## src/rtl/hack_fetch_ctrl_if.sv

```systemverilog
// Signal bundle between the Hack fetch controller and its environment:
// run control, hPC, instruction ROM and execute stage.
interface hack_fetch_ctrl_if;
    logic        run;
    logic [15:0] pc_in;
    logic        pc_reset;
    logic        pc_load;
    logic        pc_inc;
    logic [15:0] pc_target;
    logic        rom_req;
    logic [15:0] rom_addr;
    logic        rom_ack;
    logic [15:0] rom_data;
    logic [15:0] a_reg;
    logic        zr;
    logic        ng;
    logic        exec_done;
    logic [15:0] instr;
    logic        instr_valid;
    logic        rom_err;

    modport master (
        input  run, pc_in, rom_ack, rom_data, a_reg, zr, ng, exec_done,
        output pc_reset, pc_load, pc_inc, pc_target, rom_req, rom_addr,
               instr, instr_valid, rom_err
    );

    modport slave (
        output run, pc_in, rom_ack, rom_data, a_reg, zr, ng, exec_done,
        input  pc_reset, pc_load, pc_inc, pc_target, rom_req, rom_addr,
               instr, instr_valid, rom_err
    );
endinterface

```

## src/rtl/hack_fetch_ctrl.sv

```systemverilog
// Hack CPU fetch/execute sequencer: resets the PC, fetches from ROM with a
// 16-cycle timeout, waits for execute, then loads or increments the PC.
module hack_fetch_ctrl (
    input logic               clock,
    input logic               reset,
    hack_fetch_ctrl_if.master bus
);

    typedef enum logic [2:0] {StPcRst, StIdle, StFetch, StExec, StUpdate} state_e;

    state_e      state_q, state_d;
    logic [3:0]  tmo_q, tmo_d;
    logic        err_q, err_d;
    logic [15:0] instr_q, instr_d;
    logic        jump_q, jump_d;
    logic [15:0] target_q, target_d;
    logic        jump_now;

    assign jump_now = instr_q[15] & ((instr_q[2] & bus.ng) | (instr_q[1] & bus.zr) |
                                     (instr_q[0] & ~bus.ng & ~bus.zr));

    assign bus.instr   = instr_q;
    assign bus.rom_err = err_q;

    always_ff @(posedge clock or posedge reset) begin
        if (reset) begin
            state_q  <= StPcRst;
            tmo_q    <= 4'd0;
            err_q    <= 1'b0;
            instr_q  <= 16'd0;
            jump_q   <= 1'b0;
            target_q <= 16'd0;
        end else begin
            state_q  <= state_d;
            tmo_q    <= tmo_d;
            err_q    <= err_d;
            instr_q  <= instr_d;
            jump_q   <= jump_d;
            target_q <= target_d;
        end
    end

    always_comb begin
        state_d         = state_q;
        tmo_d           = tmo_q;
        err_d           = err_q;
        instr_d         = instr_q;
        jump_d          = jump_q;
        target_d        = target_q;
        bus.pc_reset    = 1'b0;
        bus.pc_load     = 1'b0;
        bus.pc_inc      = 1'b0;
        bus.pc_target   = 16'd0;
        bus.rom_req     = 1'b0;
        bus.rom_addr    = 16'd0;
        bus.instr_valid = 1'b0;

        case (state_q)
            StPcRst: begin
                // Held in StPcRst during reset; the pulse must only appear after release.
                bus.pc_reset = ~reset;
                state_d      = StIdle;
            end
            StIdle: begin
                if (bus.run && !err_q) begin
                    state_d = StFetch;
                    tmo_d   = 4'd0;
                end
            end
            StFetch: begin
                bus.rom_req  = 1'b1;
                bus.rom_addr = bus.pc_in;
                if (bus.rom_ack) begin
                    instr_d = bus.rom_data;
                    state_d = StExec;
                end else if (tmo_q == 4'hF) begin
                    err_d   = 1'b1;
                    state_d = StIdle;
                end else begin
                    tmo_d = tmo_q + 4'd1;
                end
            end
            StExec: begin
                bus.instr_valid = 1'b1;
                if (bus.exec_done) begin
                    jump_d   = jump_now;
                    target_d = bus.a_reg;
                    state_d  = StUpdate;
                end
            end
            StUpdate: begin
                bus.pc_load   = jump_q;
                bus.pc_inc    = ~jump_q;
                bus.pc_target = jump_q ? target_q : 16'd0;
                if (bus.run) begin
                    state_d = StFetch;
                    tmo_d   = 4'd0;
                end else begin
                    state_d = StIdle;
                end
            end
            default: state_d = StPcRst;
        endcase
    end

endmodule

```

## src/flat_wrapper.sv

```systemverilog
// flat-port wrapper written by rule: the top's interface ports become plain ports
module hack_fetch_ctrl_flat 
  (clock, reset, bus_run, bus_pc_in, bus_rom_ack, bus_rom_data, bus_a_reg, bus_zr, bus_ng, bus_exec_done, bus_pc_reset, bus_pc_load, bus_pc_inc, bus_pc_target, bus_rom_req, bus_rom_addr, bus_instr, bus_instr_valid, bus_rom_err);
  hack_fetch_ctrl_if bus_i ();
  input logic clock;
  input logic reset;
  input wire logic [$bits(bus_i.run)-1:0] bus_run;
  input wire logic [$bits(bus_i.pc_in)-1:0] bus_pc_in;
  input wire logic [$bits(bus_i.rom_ack)-1:0] bus_rom_ack;
  input wire logic [$bits(bus_i.rom_data)-1:0] bus_rom_data;
  input wire logic [$bits(bus_i.a_reg)-1:0] bus_a_reg;
  input wire logic [$bits(bus_i.zr)-1:0] bus_zr;
  input wire logic [$bits(bus_i.ng)-1:0] bus_ng;
  input wire logic [$bits(bus_i.exec_done)-1:0] bus_exec_done;
  output wire logic [$bits(bus_i.pc_reset)-1:0] bus_pc_reset;
  output wire logic [$bits(bus_i.pc_load)-1:0] bus_pc_load;
  output wire logic [$bits(bus_i.pc_inc)-1:0] bus_pc_inc;
  output wire logic [$bits(bus_i.pc_target)-1:0] bus_pc_target;
  output wire logic [$bits(bus_i.rom_req)-1:0] bus_rom_req;
  output wire logic [$bits(bus_i.rom_addr)-1:0] bus_rom_addr;
  output wire logic [$bits(bus_i.instr)-1:0] bus_instr;
  output wire logic [$bits(bus_i.instr_valid)-1:0] bus_instr_valid;
  output wire logic [$bits(bus_i.rom_err)-1:0] bus_rom_err;
  assign bus_i.run = bus_run;
  assign bus_i.pc_in = bus_pc_in;
  assign bus_i.rom_ack = bus_rom_ack;
  assign bus_i.rom_data = bus_rom_data;
  assign bus_i.a_reg = bus_a_reg;
  assign bus_i.zr = bus_zr;
  assign bus_i.ng = bus_ng;
  assign bus_i.exec_done = bus_exec_done;
  assign bus_pc_reset = bus_i.pc_reset;
  assign bus_pc_load = bus_i.pc_load;
  assign bus_pc_inc = bus_i.pc_inc;
  assign bus_pc_target = bus_i.pc_target;
  assign bus_rom_req = bus_i.rom_req;
  assign bus_rom_addr = bus_i.rom_addr;
  assign bus_instr = bus_i.instr;
  assign bus_instr_valid = bus_i.instr_valid;
  assign bus_rom_err = bus_i.rom_err;
  hack_fetch_ctrl u_core (.clock(clock), .reset(reset), .bus(bus_i));
endmodule
```

## config.mk

```make
export PLATFORM = sky130hd
export DESIGN_NAME = hack_fetch_ctrl_flat
export DESIGN_NICKNAME = d
export VERILOG_FILES = /design/src/rtl/hack_fetch_ctrl_if.sv /design/src/rtl/hack_fetch_ctrl.sv /design/src/flat_wrapper.sv
export SDC_FILE = /design/constraint.sdc
export NUM_CORES = 1
export LEC_CHECK = 0
export CAP_MARGIN = 20
export CORE_UTILIZATION = 40
export CTS_BUF_LIST = sky130_fd_sc_hd__clkbuf_4
export DETAILED_ROUTE_END_ITERATION = 16
export DONT_BUFFER_PORTS = 1
export GPL_ROUTABILITY_DRIVEN = 0
export HOLD_SLACK_MARGIN = 0.02
export PLACE_DENSITY = 0.59
export SYNTH_ARGS = -nofsm -noshare
export SYNTH_HDL_FRONTEND = slang
export SYNTH_SLANG_ARGS = --single-unit
```

## constraint.sdc

```tcl
create_clock -name clock -period 4.4 [get_ports clock]
set_clock_uncertainty 0.2 [all_clocks]
set_input_delay 0.88 -clock clock [delete_from_list [all_inputs] [get_ports clock]]
set_output_delay 0.88 -clock clock [all_outputs]
set_load 0.01 [all_outputs]
```

==> After elaboration in Yosys (flattened, before gate mapping) <==
Cells that the tools add are included.
{ "classes": {"add_sub_neg": 1, "eq_ne": 11, "n_mux": 19, "bitwise_logic": 12, "reduce_logical": 9} }
{ "op_table": {"columns": ["operator", "n"], "rows": [
  ["two-way mux 16 bit", 3],
  ["two-way mux 4 bit", 4],
  ["one-hot mux 3 bit (5 select lines)", 1],
  ["two-way mux 3 bit", 4],
  ["one-hot mux 4 bit (3 select lines)", 1],
  ["inequality test 2 bit (second input constant)", 4],
  ["== test 3 x 2 -> 1 bit (second input constant)", 2],
  ["AND reduction 3 bit", 2],
  ["AND 1 bit", 5],
  ["two-way mux 1 bit", 5],
  ["NOT 1 bit", 5],
  ["AND reduction 5 bit", 1],
  ["adder 4 x 1 -> 4 bit (second input constant)", 1],
  ["== test 4 bit (second input constant)", 1],
  ["AND reduction 2 bit", 2],
  ["== test 3 x 1 -> 1 bit (second input constant)", 1],
  ["== test 3 bit (second input constant)", 1],
  ["zero test 3 bit", 1],
  ["inequality test 3 x 2 -> 1 bit (second input constant)", 1],
  ["nonzero test 3 bit", 1],
  ["two-way mux 2 bit", 1],
  ["inequality test 2 x 1 -> 1 bit (second input constant)", 1],
  ["OR 1 bit", 2],
  ["logical AND 1 bit", 1],
  ["zero test 1 bit", 1]
]} }
{ "totals": {"ff_bits": 41, "in_bits": 55, "out_inout_bits": 54, "elab_cells": 58} }

==> Longest topological paths before layout <==
Gate-level depths: netlist (run 1).
{ "depth": {"depth_word": 5, "mapped_depth": 6, "mapped_depth_nobuf": 4} }

==> Least setup slack after synthesis (run 1) <==
OpenSTA, ideal clock, no wires.
{ "synth_timing": {"kind": "input-to-output", "from": "input reset", "to": "output bus_pc_reset", "arrival_time_ps": 1233, "required_ps": 3320, "path_slack_ps": 2087, "path_stages": 1, "path_buffers": 0, "cell_sequence": "nor4_1"} }
{ "synth_between": {"elab_chain_len": 2} }
{ "synth_lines": {"columns": ["item", "line", "text"], "rows": [
  ["start: declaration", "flat_wrapper.sv:6", "input logic reset;"],
  ["NOT 1 bit", "hack_fetch_ctrl.sv:61", "bus.pc_reset = ~reset;"],
  ["two-way mux 1 bit", "hack_fetch_ctrl.sv:58", "case (state_q)"],
  ["end: declaration", "flat_wrapper.sv:15", "output wire logic [$bits(bus_i.pc_reset)-1:0] bus_pc_reset;"]
]} }
No other way between the ends.

==> Worst setup path after layout (run 1) <==
{ "layout_timing": {"from": "register u_core.state_q[0]", "to": "output bus_rom_addr[15]"} }
{ "layout_between": {"elab_chain_len": 2} }
{ "layout_lines": {"columns": ["item", "line", "text"], "rows": [
  ["start: declaration", "hack_fetch_ctrl.sv:11", "state_e state_q, state_d;"],
  ["start signal: assignment", "hack_fetch_ctrl.sv:27", "state_q <= StPcRst;"],
  ["start signal: assignment", "hack_fetch_ctrl.sv:34", "state_q <= state_d;"],
  ["== test 3 x 2 -> 1 bit", "hack_fetch_ctrl.sv:58", null],
  ["two-way mux 16 bit", "hack_fetch_ctrl.sv:58", null],
  ["end: declaration", "flat_wrapper.sv:20", "output wire logic [$bits(bus_i.rom_addr)-1:0] bus_rom_addr;"]
]} }
No other way between the ends.

==> results of run 1 <==
cells in the mapped netlist:
cell type,count,area (um2)
dfrtp_1,41,1030
and2_1,34,213
mux2_2,22,248
o21ai_0,11,55.1
mux2_1,10,113
nor3b_1,5,37.5
buf_2,4,20.0
nor2b_1,4,25.0
buf_4,3,22.5
inv_1,3,11.3
nor2_1,3,11.3
clkbuf_1,2,7.51
nand2_1,2,7.51
nand3_1,2,10.0
o21bai_1,2,15.0
a21o_1,1,7.51
a21oi_1,1,5.00
a22o_1,1,8.76
a22oi_1,1,7.51
a311o_1,1,10.0
a31oi_1,1,6.26
and3b_1,1,8.76
and4bb_2,1,12.5
buf_6,1,11.3
ha_1,1,12.5
mux2i_1,1,10.0
nand2b_1,1,6.26
nand4b_1,1,8.76
nor3_1,1,5.00
nor4_1,1,6.26
nor4b_1,1,8.76
o211a_1,1,10.0
o2bb2ai_1,1,8.76
o32ai_1,1,8.76
power groups by stage:
stage	logic (mW)	registers, mW	clock network (mW)
3_5_place_dp	0.427	0.739	0
2_1_floorplan	0.411	0.676	0
6_report	0.419	0.732	0.171
4_1_cts	0.427	0.732	0.182
3_3_place_gp	0.403	0.728	0
5_1_grt	0.465	0.758	0.197
cells in the final DEF, fill, tap and decap left out, drive strengths merged, types with 2 or more instances in the layout:
| cell | netlist | layout |
|---|---|---|
| and2 | 34 | 34 |
| clkbuf | 2 | 5 |
| dfrtp | 41 | 41 |
| inv | 3 | 3 |
| mux2 | 32 | 32 |
| nand2 | 2 | 2 |
| nand3 | 2 | 2 |
| nor2 | 3 | 3 |
| nor2b | 4 | 4 |
| nor3b | 5 | 5 |
| o21ai | 11 | 11 |
| o21bai | 2 | 2 |
critical path, cell delays in order, from the launching register on:
cell and delay, ns:
dfrtp_1 0.54, nor3b_2 0.83, and2_1 0.30
layout make-up:
type | count | area share
clock inverter | 2 | 0.00544
inverter | 3 | 0.00544
multi-input combinational | 113 | 0.431
sequential | 41 | 0.496
clock buffer | 5 | 0.0181
tap | 67 | 0.0405
timing repair buffer | 1 | 0.00363
through the flow:
stage	util	instances	worst slack (ns)	total power, mW	hold slack, ns
after detailed placement	0.425	225	1.64	1.17	0.285
after floorplan	-	167	2.09	1.09	0.265
after global placement	0.425	225	1.80	1.13	0.280
final	0.435	232	1.32	1.32	0.258
after CTS	0.435	232	1.28	1.34	0.256
after global routing	0.435	232	1.12	1.42	0.279
worst paths after layout:
kind,endpoint,slack [ns],start
min in group clock,u_core.target_q[5],0.31,u_core.target_q[5]
max in group asynchronous,u_core.bus.instr[3],2.99,reset
hold reg to reg,u_core.target_q[5],0.31,u_core.target_q[5]
hold / removal,u_core.target_q[12],0.26,reset
setup / recovery,bus_rom_addr[15],1.32,u_core.state_q[0]
setup reg to reg,u_core.bus.instr[11],1.63,u_core.state_q[0]
logic make-up (layout without fill, tap and decap cells):
kind of cell	after synthesis	count (layout)	synth area share
compound gates	22	22	0.0719
fa+ha+maj	1	1	0.00630
buf+inv	13	11	0.0366
flops	41	41	0.517
mux	33	33	0.187
simple gates	57	57	0.182
routing by layer:
metal | vias up | global-route usage | wire length [um]
met5 | - | 0 | 0
met4 | 0 | 0.0523 | 46
met3 | 7 | 0.0569 | 285
met2 | 47 | 0.246 | 1970
met1 | 638 | 0.176 | 1580
li1 | 568 | - | -
registers in the layout (all words and copies together), names as in the netlist:
| signal | cells |
|---|---|
| u_core.jump_q | 1 |
| u_core.state_q | 3 |
| u_core.tmo_q | 4 |
| u_core.bus.instr | 16 |
| u_core.target_q | 16 |
| u_core.bus.rom_err | 1 |
==> results.sh, run 1 <==
export IMPL_cts_hold_buf=0
export IMPL_totalWireLength_mm=3.89
export IMPL_grt_usage=0.148
export IMPL_postSynthCellCount=167
export IMPL_dpl_hpwl_mm=2.92
export IMPL_power_switching_mw=0.485
export IMPL_start_kind="register"
export IMPL_max_vdd_ir_drop_v=0.000238
export IMPL_fmax_ghz=0.324
export IMPL_cts_root_buffer="clkbuf_4"
export IMPL_status="finished clean"
export IMPL_coreArea_um2=4750
export IMPL_placed_cell_area_um2=2020
export IMPL_start_util=0.417
export IMPL_ys_seq_elements=41
export IMPL_hold_viol=0
export IMPL_cp_arrival_ns=2.00
export IMPL_pwr_share_comb=0.317
export IMPL_fin_nets=221
export IMPL_p_leak_nw=0.897
export IMPL_seq_area_um2=1030
export IMPL_slew_viol_final=0
export IMPL_syn_area_um2=1980
export IMPL_ios=109
export IMPL_route_detailed_drc=0
export IMPL_cts_made_buffers=5
export IMPL_reg2reg_depth=3
export IMPL_path_max_fanout=20
export IMPL_die_area_um2=5250
export IMPL_clk_transition_reported_paths_ns=0.12
export IMPL_diodes=0
export IMPL_multi_input_area_um2=891
export IMPL_stdcell_area_um2=2070
export IMPL_clkPwrFrac=0.129
export IMPL_grt_max_degree=28
export IMPL_drt_iter0_markers=30
export IMPL_fillers=451
export IMPL_syn_to_final_growth_pct=4.22
export IMPL_io_buffers=0
export IMPL_critPathKind="register to output pin"
export IMPL_wl_per_cell_um=16.8
export IMPL_die_w_um=72.4
export IMPL_sw_frac_of_total=0.367
export IMPL_grt_pass1_wl_mm=5.93
export IMPL_power_density_nw_per_um2=639
export IMPL_dr_total_vias=1260
export IMPL_synth_warnings=0
export IMPL_clk_path_buf_depth=2
export IMPL_max_cap_violations=0
export IMPL_via_per_inst=5.43
export IMPL_cts_htree_levels=2
export IMPL_fp_dieH_um=72.4
export IMPL_end_kind="output pin"
export IMPL_seq_power_share=0.554
export IMPL_post_cts_buffers=0
export IMPL_post_route_min_period_ns=3.08
export IMPL_clkLatencyLatePin_ns=0.33
export IMPL_rsz0062_at_grt="no"
export IMPL_cp_data_required_time_ns=3.32
export IMPL_syn_area_per_cell_um2=11.9
export IMPL_layout_drive_gt1_share=0.188
export IMPL_worstMarginPinSlew_ns=0.970
export IMPL_drtPass1Iterations=2
export IMPL_yosysSeqAreaShare=0.517
export IMPL_setup_viol=0
export IMPL_ant_nets=0
export IMPL_intPower_mw=0.836
export IMPL_cts_tree="built"
export IMPL_relSlewSlack=0.350
export IMPL_antenna_found_initial=0
export IMPL_rows=25
export IMPL_cts_resized_gates=0
export IMPL_hold_path_class="input port to asynchronous set/reset pin"
export IMPL_grt_pass1_vias=1296
export IMPL_synth_distinct_cells=34
export IMPL_finalCritPeriodShare=0.701
export IMPL_syn_num_nets=223
export IMPL_grt_ovfl_total=0
export IMPL_cts_sinks=41
export IMPL_final_setup_tns_ns=0
(Power assumes the default switching activity.)
==> run 2, diff against run 1 <==
- PLACE_DENSITY: 0.59 -> 0.61
- clock period: 4.4 -> 2.5 ns (I/O delays scaled with it)
==> run 2 against run 1 <==
  * Global-route usage rose by 0.43 points
  * Via count grew 2.3%
  * Register-to-register slack lost 1.2 ns
  * First-iteration DRC count up 27%
  * Highest routed layer unchanged
  * Sequential power increased by 78%
  * Power is 78% higher
  * Critical path type unchanged
  * Combinational power up 81%
  * Wire length is essentially flat
  * Non-clock buffer count rose by 5
  * Sequential share of layout area shrank 0.94 points
  * Final cell count grew 2.2%
  * Largest power group unchanged
  * Clock power increased by 77%
==> results.sh, run 2 (same netlist as run 1, synthesis figures left out) <==
export IMPL_status="finished clean"
export IMPL_cts_htree_levels=2
export IMPL_clk_path_buf_depth=2
export IMPL_cts_root_buffer="clkbuf_4"
export IMPL_finalCritPeriodShare=0.950
export IMPL_cp_arrival_ns=1.68
export IMPL_hold_start="bus_rom_data[0]"
export IMPL_grt_pass1_wl_mm=6.13
export IMPL_post_route_min_period_ns=2.38
export IMPL_layout_common_cells="dfrtp_1, and2_1, mux2_2"
export IMPL_hold_viol=0
export IMPL_cp_startpoint="u_core.state_q[0]"
export IMPL_layout_cells_most_common="dfrtp_1"
export IMPL_grt_usage=0.153
export IMPL_diodes=0
export IMPL_fp_dieH_um=72.4
export IMPL_setup_viol=0
export IMPL_max_vdd_ir_drop_v=0.000450
export IMPL_crit_chain="and4bb_2 -> and2_1"
export IMPL_via_per_inst=5.44
export IMPL_syn_to_final_growth_pct=6.24
export IMPL_drt_iter0_markers=38
export IMPL_placed_cell_area_um2=2050
export IMPL_cts_sinks=41
export IMPL_finalNonFillerCells=237
export IMPL_ant_nets=0
export IMPL_route_detailed_drc=0
export IMPL_io_buffers=0
export IMPL_fmax_ghz=0.421
export IMPL_start_util=0.417
export IMPL_r2r_start="u_core.state_q[0]"
export IMPL_worstMarginPinSlew_ns=0.792
export IMPL_totalWireLength_mm=3.89
export IMPL_critical_path_max_stage_delay_ns=0.56
export IMPL_dp_cells=229
export IMPL_max_cap_violations=0
export IMPL_cp_data_required_time_ns=1.80
export IMPL_ios=109
export IMPL_crit_buf_inv=0
export IMPL_power_density_nw_per_um2=1120
export IMPL_final_setup_tns_ns=0
export IMPL_clkLatencyLatePin_ns=0.33
export IMPL_cts_resized_gates=0
export IMPL_final_util=0.443
export IMPL_wl_per_cell_um=16.4
export IMPL_path_max_fanout=17
export IMPL_grt_ovfl_total=0
export IMPL_clk_transition_reported_paths_ns=0.11
export IMPL_antenna_found_initial=0
export IMPL_rsz0062_at_grt="no"
export IMPL_cp_top_family="simple AND/OR/NAND/NOR gates"
export IMPL_slowest_stage="and4bb_2"
export IMPL_dr_total_vias=1289
export IMPL_die_area_um2=5250
export IMPL_fin_nets=226
export IMPL_slew_viol_final=0
export IMPL_die_w_um=72.4
export IMPL_critPathKind="register to output pin"
export IMPL_grt_pass1_vias=1275
export IMPL_cts_made_buffers=5
export IMPL_end_kind="output pin"
export IMPL_dpl_hpwl_mm=2.99
export IMPL_grt_max_degree=22
export IMPL_start_kind="register"
export IMPL_relSlewSlack=0.471
export IMPL_cts_tree="built"
export IMPL_rows=25
export IMPL_hold_path_class="input port to register"
export IMPL_drtPass1Iterations=3
export IMPL_p_leak_nw=0.925
export IMPL_layout_drive_gt1_share=0.206
export IMPL_stdcell_area_um2=2110
export IMPL_coreArea_um2=4750
run 2: cell types whose count changed in the layout (fill, tap and decap cells not counted):
| cell | before | now |
|---|---|---|
| clkinvlp_4 | 1 | 0 |
| dlygate4sd3_1 | 0 | 1 |
| clkbuf_4 | 5 | 6 |
| buf_4 | 1 | 5 |
run 2: worst reg2reg max path, delay by kind of cell (launching register included):
family | cells | cell delay, ns
buf+inv | 2 | 0.46
flops | 1 | 0.54
mux | 1 | 0.37
simple gates | 2 | 0.39
run 2: final cells by class:
cell class	instances	area, um2
fillers	464	2650
clock buffers	6	45.0
well taps	67	83.8
inverters	3	11.3
clock inverters	1	3.75
flip-flops and latches	41	1030
multi-input cells	113	891
repair buffers	6	47.5
run 2: path summary, 6_finish.rpt:
| path | slack, ns | to | depth (start not counted) |
|---|---|---|---|
| hold reg to reg | 0.31 | u_core.target_q[10] | 1 |
| max in group asynchronous | 0.90 | u_core.target_q[13] | 3 |
| setup reg to reg | 0.44 | u_core.bus.instr[10] | 5 |
| hold / removal | 0.1 | u_core.bus.instr[0] | 1 |
| min in group asynchronous | 0.56 | u_core.state_q[0] | 2 |
| setup / recovery | 0.12 | bus_pc_target[9] | 2 |
run 2: timing repair:
action                     in CTS  in global routing
hold buffers                    1                  0
setup endpoints to repair       0                  0
hold endpoints to repair        8                  0
setup buffers                   0                  0
run 2: stage by stage:
stage | total power, mW | hold slack (ns) | worst slack [ns]
floorplan | 1.91 | 0.265 | 0.590
global placement | 2.02 | 0.283 | 0.528
detailed placement | 2.08 | 0.285 | 0.457
CTS | 2.39 | 0.0777 | 0.0912
global route | 2.54 | 0.0699 | 0.00234
finish | 2.36 | 0.0971 | 0.125
run 2: per-layer routing:
| metal | share of wire | vias to the layer above | global-route usage |
|---|---|---|---|
| met3 | 0.087 | 6 | 0.0667 |
| met2 | 0.50 | 61 | 0.248 |
| li1 | - | 579 | - |
| met4 | 0.0087 | 0 | 0.0458 |
| met5 | 0 | - | 0 |
| met1 | 0.41 | 643 | 0.183 |
run 2: report_power, final:
part | internal, mW | leakage [nW] | switching [mW]
Sequential | 0.979 | 0.497 | 0.317
Combinational | 0.411 | 0.399 | 0.349
Clock | 0.113 | 0.0292 | 0.188
Total | 1.50 | 0.925 | 0.853
==> run 3, diff against run 2 <==
--- a/config.mk
+++ b/config.mk
@@ -8,3 +8,3 @@
 export CAP_MARGIN = 20
-export CORE_UTILIZATION = 40
+export CORE_UTILIZATION = 59
 export CTS_BUF_LIST = sky130_fd_sc_hd__clkbuf_4
@@ -14,3 +14,3 @@
 export HOLD_SLACK_MARGIN = 0.02
-export PLACE_DENSITY = 0.61
+export PLACE_DENSITY = 0.83
 export SYNTH_ARGS = -nofsm -noshare
==> constraint.sdc (replaced) <==
create_clock -name clock -period 2.5 [get_ports clock]
set_clock_uncertainty 0.2 [all_clocks]
set_input_delay 0.125 -clock clock [delete_from_list [all_inputs] [get_ports clock]]
set_output_delay 0.125 -clock clock [all_outputs]
set_load 0.01 [all_outputs]
==> run 3 against run 2 <==
  * Wire length is 14% higher
  * Register-to-register slack got worse by 0.26 ns
  * Critical path type is now register to register
  * First-iteration DRC count rose by 53%
  * Combinational power is 13% higher
  * Clock power hardly changed
  * Final cell count increased by 6.3%
  * Global-route usage up 11 points
  * Design area rose by 17%
  * Utilization increased by 34 points
  * Setup slack improved by 0.053 ns
  * Sequential power barely moved
  * Sequential share of layout area decreased by 7.0 points
==> results.sh, run 3 (same netlist as run 1, synthesis figures left out) <==
export IMPL_syn_to_final_growth_pct=24.1
export IMPL_cts_tree="built"
export IMPL_cts_htree_levels=2
export IMPL_post_route_min_period_ns=2.32
export IMPL_start_util=0.634
export IMPL_clkLatencyLatePin_ns=0.33
export IMPL_layout_drive_gt1_share=0.163
export IMPL_ios=109
export IMPL_cts_sinks=41
export IMPL_route_detailed_drc=0
export IMPL_cts_made_buffers=5
export IMPL_coreArea_um2=3130
export IMPL_rsz0062_at_grt="no"
export IMPL_pwr_share_comb=0.348
export IMPL_grt_pass1_vias=1436
export IMPL_grt_ovfl_total=0
export IMPL_ant_nets=0
export IMPL_via_per_inst=5.70
export IMPL_layout_common_cells="dfrtp_1, dlygate4sd3_1, and2_1"
export IMPL_fillers=204
export IMPL_dr_total_vias=1437
export IMPL_totalWireLength_mm=4.43
export IMPL_cp_arrival_ns=2.34
export IMPL_antenna_found_initial=0
export IMPL_max_cap_violations=0
export IMPL_io_buffers=0
export IMPL_grt_pass1_wl_mm=6.52
export IMPL_relSlewSlack=0.591
export IMPL_critPathKind="register to register"
export IMPL_die_area_um2=3600
export IMPL_wl_per_cell_um=17.6
export IMPL_post_cts_buffers=0
export IMPL_hold_path_class="input port to output pin"
export IMPL_p_leak_nw=1.08
export IMPL_layout_cells_most_common="dfrtp_1"
export IMPL_seq_area_um2=1030
export IMPL_clk_path_buf_depth=2
export IMPL_grt_usage=0.262
export IMPL_crit_buf_inv=2
export IMPL_hold_viol=0
export IMPL_final_setup_tns_ns=0
export IMPL_fp_dieH_um=60.0
export IMPL_crit_chain="nor3b_1 -> dlygate4sd3_1 -> o21ai_0 -> dlygate4sd3_1 -> o21ai_0"
export IMPL_drtPass1Iterations=4
export IMPL_fmax_ghz=0.431
export IMPL_critical_path_max_stage_delay_ns=0.59
export IMPL_power_switching_mw=0.898
export IMPL_cts_root_buffer="clkbuf_4"
export IMPL_cp_data_required_time_ns=2.52
export IMPL_status="finished clean"
export IMPL_setup_viol=0
export IMPL_slowest_stage="dlygate4sd3_1"
export IMPL_intPower_mw=1.57
export IMPL_power_density_nw_per_um2=1000
export IMPL_cp_top_family="buffers and inverters"
export IMPL_worstMarginPinSlew_ns=0.605
export IMPL_fin_nets=264
export IMPL_finalCritPeriodShare=0.929
export IMPL_start_kind="register"
export IMPL_drt_iter0_markers=58
export IMPL_dpl_hpwl_mm=2.84
export IMPL_seq_power_share=0.528
export IMPL_rows=20
export IMPL_path_max_fanout=3
export IMPL_max_vdd_ir_drop_v=0.000582
export IMPL_diodes=0
export IMPL_grt_max_degree=42
export IMPL_sw_frac_of_total=0.364
export IMPL_clkPwrFrac=0.123
export IMPL_clk_transition_reported_paths_ns=0.11
export IMPL_slew_viol_final=0
export IMPL_end_kind="register"
export IMPL_fin_total_pwr_mw=2.47
export IMPL_multi_input_area_um2=891
export IMPL_die_w_um=60.0
## run 3: final timing paths
kind	start	cells past startpoint	slack (ns)	to
setup / recovery	u_core.bus.instr[0]	5	0.18	u_core.jump_q
hold / removal	reset	1	0.10	bus_pc_reset
setup reg to reg	u_core.bus.instr[0]	5	0.18	u_core.jump_q
hold reg to reg	u_core.target_q[2]	1	0.31	u_core.target_q[2]
max in group asynchronous	reset	3	1.61	u_core.target_q[9]
min in group asynchronous	reset	3	0.15	u_core.state_q[1]
## run 3: what timing repair did
| action | CTS | global route |
|---|---|---|
| resized for setup | 0 | 0 |
| endpoints found under the setup margin | 0 | 0 |
| endpoints found under the hold margin | 82 | 0 |
| hold buffers | 40 | 0 |
## run 3: routing by layer
| metal | vias up | routed length (um) | global-route usage |
|---|---|---|---|
| li1 | 658 | - | - |
| met5 | - | 0 | 0 |
| met1 | 680 | 1560 | 0.256 |
| met3 | 15 | 248 | 0.0563 |
| met4 | 0 | 150 | 0.163 |
| met2 | 84 | 2470 | 0.494 |
## run 3: layout make-up
class | instances | area share
flip-flops and latches | 41 | 0.417
inverters | 3 | 0.00457
well taps | 44 | 0.0224
multi-input cells | 113 | 0.362
clock inverters | 1 | 0.00152
clock buffers | 6 | 0.0183
repair buffers | 44 | 0.175
## run 3: power by group through the flow
stage	Combinational (mW)	Sequential, mW	Clock [mW]
2_1_floorplan	0.723	1.19	0
3_3_place_gp	0.723	1.28	0
6_report	0.859	1.30	0.304
4_1_cts	0.851	1.29	0.309
5_1_grt	0.955	1.34	0.338
3_5_place_dp	0.770	1.31	0
## run 3: metrics by stage
step / cells / utilization / hold WS [ns] / area, um2 / setup WS (ns)
finish: 252 / 0.787 / 0.102 / 2460 / 0.178
CTS: 252 / 0.787 / 0.102 / 2460 / 0.277
floorplan: 167 / - / 0.0597 / 1980 / 0.845
global placement: 205 / 0.644 / -0.0377 / 2010 / 0.742
global route: 252 / 0.787 / 0.110 / 2460 / 0.129
detailed placement: 205 / 0.644 / -0.0279 / 2010 / 0.673
